===== src/rtl/ffo_scanner.sv =====
// ffo_scanner: accepts a word, then streams the index of every set bit, lowest index first.
// Defining FFO_SCANNER_COUNT_EN adds out_count, the popcount of the accepted word.
module ffo_scanner #(
    parameter int WIDTH = 32,
    localparam int PW = $clog2(WIDTH)
) (
    input  logic            clk,
    input  logic            reset,
    input  logic            in_valid,
    output logic            in_ready,
    input  logic [0:WIDTH-1] in_data,
    output logic            out_valid,
    input  logic            out_ready,
    output logic [0:PW-1]   out_pos,
    output logic            out_last,
    output logic            out_zero
`ifdef FFO_SCANNER_COUNT_EN
    ,
    output logic [PW:0]     out_count
`endif
);

    typedef enum logic {IDLE, SCAN} state_t;

    state_t            state, state_next;
    logic [0:WIDTH-1]  mask, mask_next;
    logic              zero_q, zero_next;

    logic              tval [0:PW][0:WIDTH-1];
    logic [PW-1:0]     tpos [0:PW][0:WIDTH-1];
    logic [PW-1:0]     enc_pos;
    logic              any;
    logic              single;

    // Pairwise merge tree: a valid left half wins, otherwise the right half's
    // position is taken with the bit for this level set.
    always_comb begin
        for (int l = 0; l <= PW; l++) begin
            for (int n = 0; n < WIDTH; n++) begin
                tval[l][n] = 1'b0;
                tpos[l][n] = '0;
            end
        end
        for (int n = 0; n < WIDTH; n++) begin
            tval[0][n] = mask[n];
        end
        for (int l = 0; l < PW; l++) begin
            for (int n = 0; n < (WIDTH >> (l + 1)); n++) begin
                tval[l+1][n] = tval[l][2*n] | tval[l][2*n+1];
                tpos[l+1][n] = tval[l][2*n] ? tpos[l][2*n]
                                            : (tpos[l][2*n+1] | (PW'(1) << l));
            end
        end
    end

    assign enc_pos = tpos[PW][0];
    assign any     = tval[PW][0];
    assign single  = ((mask & (mask - WIDTH'(1))) == '0);

    always_ff @(posedge clk) begin
        if (reset) begin
            state  <= IDLE;
            mask   <= '0;
            zero_q <= 1'b0;
        end else begin
            state  <= state_next;
            mask   <= mask_next;
            zero_q <= zero_next;
        end
    end

    // A zero word still yields one result: no bits pending counts as "last".
    always_comb begin
        state_next = state;
        mask_next  = mask;
        zero_next  = zero_q;
        in_ready   = 1'b0;
        out_valid  = 1'b0;
        out_pos    = '0;
        out_last   = 1'b0;
        out_zero   = 1'b0;
        case (state)
            IDLE: begin
                in_ready = 1'b1;
                if (in_valid) begin
                    mask_next  = in_data;
                    zero_next  = (in_data == '0);
                    state_next = SCAN;
                end
            end
            SCAN: begin
                out_valid = 1'b1;
                out_pos   = any ? enc_pos : '0;
                out_last  = single;
                out_zero  = zero_q;
                if (out_ready) begin
                    if (single) begin
                        state_next = IDLE;
                    end else begin
                        mask_next[enc_pos] = 1'b0;
                    end
                end
            end
        endcase
    end

`ifdef FFO_SCANNER_COUNT_EN
    logic [PW:0] pop;

    always_comb begin
        pop = '0;
        for (int i = 0; i < WIDTH; i++) begin
            pop = pop + {{PW{1'b0}}, in_data[i]};
        end
    end

    always_ff @(posedge clk) begin
        if (reset) begin
            out_count <= '0;
        end else if (state == IDLE && in_valid) begin
            out_count <= pop;
        end
    end
`endif

endmodule


===== config.mk =====
export PLATFORM = sky130hd
export DESIGN_NAME = ffo_scanner
export DESIGN_NICKNAME = d
export VERILOG_FILES = /design/src/rtl/ffo_scanner.sv
export SDC_FILE = /design/constraint.sdc
export NUM_CORES = 1
export LEC_CHECK = 0
export ABC_CLOCK_PERIOD_IN_PS = 4450
export CAP_MARGIN = 5
export CORE_MARGIN = 3
export CORE_UTILIZATION = 54
export DETAILED_ROUTE_END_ITERATION = 7
export PLACE_DENSITY_LB_ADDON = 0.15
export RECOVER_POWER = 50
export SYNTH_ARGS = -nofsm -noshare
export SYNTH_HDL_FRONTEND = slang
export SYNTH_SLANG_ARGS = --single-unit

===== constraint.sdc =====
create_clock -name clk -period 4.45 [get_ports clk]
set_input_delay 1.335 -clock clk [delete_from_list [all_inputs] [get_ports clk]]
set_output_delay 1.335 -clock clk [all_outputs]
set_load 0.005 [all_outputs]

==> impl_metrics.tcl <==
set metrics [dict create \
    io_buffers 44 \
    drc 0 \
    ys_warn_count 0 \
    switching_power_uw 538 \
    syn_inst 349 \
    hp-class "flop to flop" \
    via_count 3212 \
    grt_max_degree 63 \
    crit_chain "or4_4 > or4_4 > o21ai_0 > nand2_1 > nor3_4 > nand3_2 > inv_1 > clkdlybuf4s50_1" \
    slowest_stage "or4_4" \
    root_buffer "clkbuf_8" \
    die_area_sq_um 5690 \
    clk_latency_ps 280 \
    die_h_um 75.5 \
    p_seq_share_pct 31.1 \
    final_cell_mix "a21oi_1 (67), clkdlybuf4s50_1 (40), nand2_1 (39)" \
    fin_skew_ps 5.34 \
    cts_tree "yes" \
    synth-edff-count 0 \
    syn_area_per_cell_sq_um 7.46 \
    swShare_pct 43.5 \
    cp.arrival_ps 2980 \
    drv_cap 1 \
    period_minus_slack_ps 4320 \
    grt-ovfl-total 0 \
    diodes 0 \
    syn_nets 385 \
    synth_ff_type "dfxtp_1" \
    highest_layer "met4" \
    setup_viol 0 \
    endpoint_kind "output port" \
    wl_met1_mm 3.93 \
    path_clk_slew_ps 70 \
    power_uw 1240 \
    clockBufferDepth 2 \
    async_flop_share_pct 0 \
    cp_common_cell "or4_4" \
    slew_headroom_pct 0.991 \
    wl_per_cell_um 20.3 \
    worst_hold_slack_ps 501 \
    finalWeightedCongestion 0.925 \
    rsz0062_at_grt "false" \
    slowest_delay_ps 600 \
    crit_required_ps 3120 \
    die_width_um 75.5 \
    drtAntennaViolNets 0 \
    cts_sinks 34 \
    max_freq_mhz 232 \
    ys_ff_latch 34 \
    wl_mm 9.12 \
    grt_use_total_pct 32.2 \
    ys_types 53 \
    post-route-util_pct 71.5 \
    io_pins 45 \
    wl_met3_mm 1.12 \
    start_util_pct 57.8 \
    drive_above_1_share_pct 10.8 \
    violations "capacitance limit" \
    grt_pass1_wl_mm 14.0 \
    finalMaxSlewViolations 0 \
    power_leakage_uw 0.00110 \
    antenna_found_initial 0 \
    combPwrFrac_pct 49.1 \
    worstMarginPinSlew_ps 1480 \
    cp_max_fo 8 \
    cts_buffers 5 \
    wl_met2_mm 3.83 \
    core-area_sq_um 4500 \
    path_class "flop to output port" \
    synthToLayoutAreaGrowth_pct 23.7 \
    internal-power_uw 698 \
    viasPerCell 7.15 \
    nets 432 \
    hold_viol_final 0 \
    period_share_pct 97.0 \
    tns_ps 0 \
    post-dp-hpwl_mm 6.55 \
    htree_levels 2 \
    drt-initial-drc-count 492 \
    ir_drop_v 0.000182 \
    netlist_area_sq_um 2600 \
    dp_cells 439 \
    yosysSeqAreaShare_pct 26.1 \
    clockPowerShare_pct 19.8 \
    status "finished, violations left" \
    stdcell_count 449 \
    num_rows 24 \
    cellPowerDensity_nw_per_um2 384 \
    final_common_cell "a21oi_1" \
    grt_pass1_vias 2596 \
    crit_path_start_kind "flop" \
    first_pass_iters 6 \
]
[layer usage]
layer | GRT usage [%] | vias to the layer above
met5 | 0 | -
met4 | 9.71 | 0
met3 | 8.31 | 27
met2 | 44.6 | 268
met1 | 48.5 | 1449
li1 | - | 1468
[metrics by stage]
stage                     area (sq um)  worst slack [ps]
after floorplan                   2610               673
after global placement            3120               316
after detailed placement          3120               264
after CTS                         3220              75.3
after global routing              3220              3.43
final                             3220               134
[power groups by stage]
| stage | Clock [uW] | Sequential, uW | Combinational (uW) |
|---|---|---|---|
| 5_1_grt | 253 | 389 | 649 |
| 3_3_place_gp | 0 | 384 | 579 |
| 6_report | 245 | 384 | 607 |
| 4_1_cts | 242 | 379 | 589 |
| 2_1_floorplan | 0 | 368 | 391 |
| 3_5_place_dp | 0 | 386 | 581 |
[critical path: cells and delay by family, from the launching register on]
kind / cells / cell delay [ps]
compound gates: 1 / 160
flops: 1 / 390
buf+inv: 2 / 590
simple gates: 5 / 1560
[sequential cells by signal (all words and copies together) (netlist names)]
register,count
zero_q,1
mask,32
state,1
[path summary, 6_finish.rpt]
| path | start | endpoint | slack, ps | depth (start not counted) |
|---|---|---|---|---|
| worst max register to register | mask[31]$_SDFFE_PP0P_ | mask[30]$_SDFFE_PP0P_ | 680 | 9 |
| worst min-delay path | zero_q$_SDFFE_PP0P_ | zero_q$_SDFFE_PP0P_ | 500 | 2 |
| worst min register to register | zero_q$_SDFFE_PP0P_ | zero_q$_SDFFE_PP0P_ | 500 | 2 |
| worst max-delay path | mask[15]$_SDFFE_PP0P_ | out_last | 130 | 8 |
[layout make-up]
class                   instances  area [sq um]
multi-input cells             286          1800
fillers                       392          1280
flip-flops and latches         34           682
repair buffers                 60           551
clock buffers                   7          86.3
well taps                      52          65.1
inverters                       9          33.8
clock inverters                 1          5.00
[cells in the mapped netlist, drive strengths merged, types with 2 or more instances]
master,instances,share of area (%)
o211ai,3,1.1
dfxtp,34,26
o21ai,15,2.9
or4,7,2.3
nand4,6,1.4
nor2b,4,0.96
a21boi,12,3.5
o21bai,5,1.4
nand2,40,5.9
buf,7,2.1
a311oi,31,11
o41ai,3,1.0
a2111oi,2,0.67
nand3,7,1.5
or3,2,0.48
nor2,26,3.7
or2,4,0.96
clkbuf,13,1.9
inv,9,1.3
and2,4,0.96
a221oi,2,0.67
a211oi,4,1.2
nor4,17,6.5
nor3,7,2.0
o31ai,5,1.4
a21oi,67,13
[cell families (layout without fill, tap and decap cells)]
kind of cell               count (synthesis)  in the layout  synth area share [%]
and+or+nand+nor                          126            126                  27.2
DFF                                       34             34                  26.1
muxes                                      1              1                 0.384
adders and majority gates                  1              1                 0.384
buffers and inverters                     29             77                  5.28
AOI/OAI and AO/OA                        158            158                  40.6
[timing repair]
item / CTS / global route
pin swaps: 1 / 2
hold buffers: 0 / 0
gates resized for setup: 0 / 4
setup buffers: 1 / 1
endpoints found under the setup margin: 1 / 1
No activity file was read; power rests on OpenSTA's default activity.
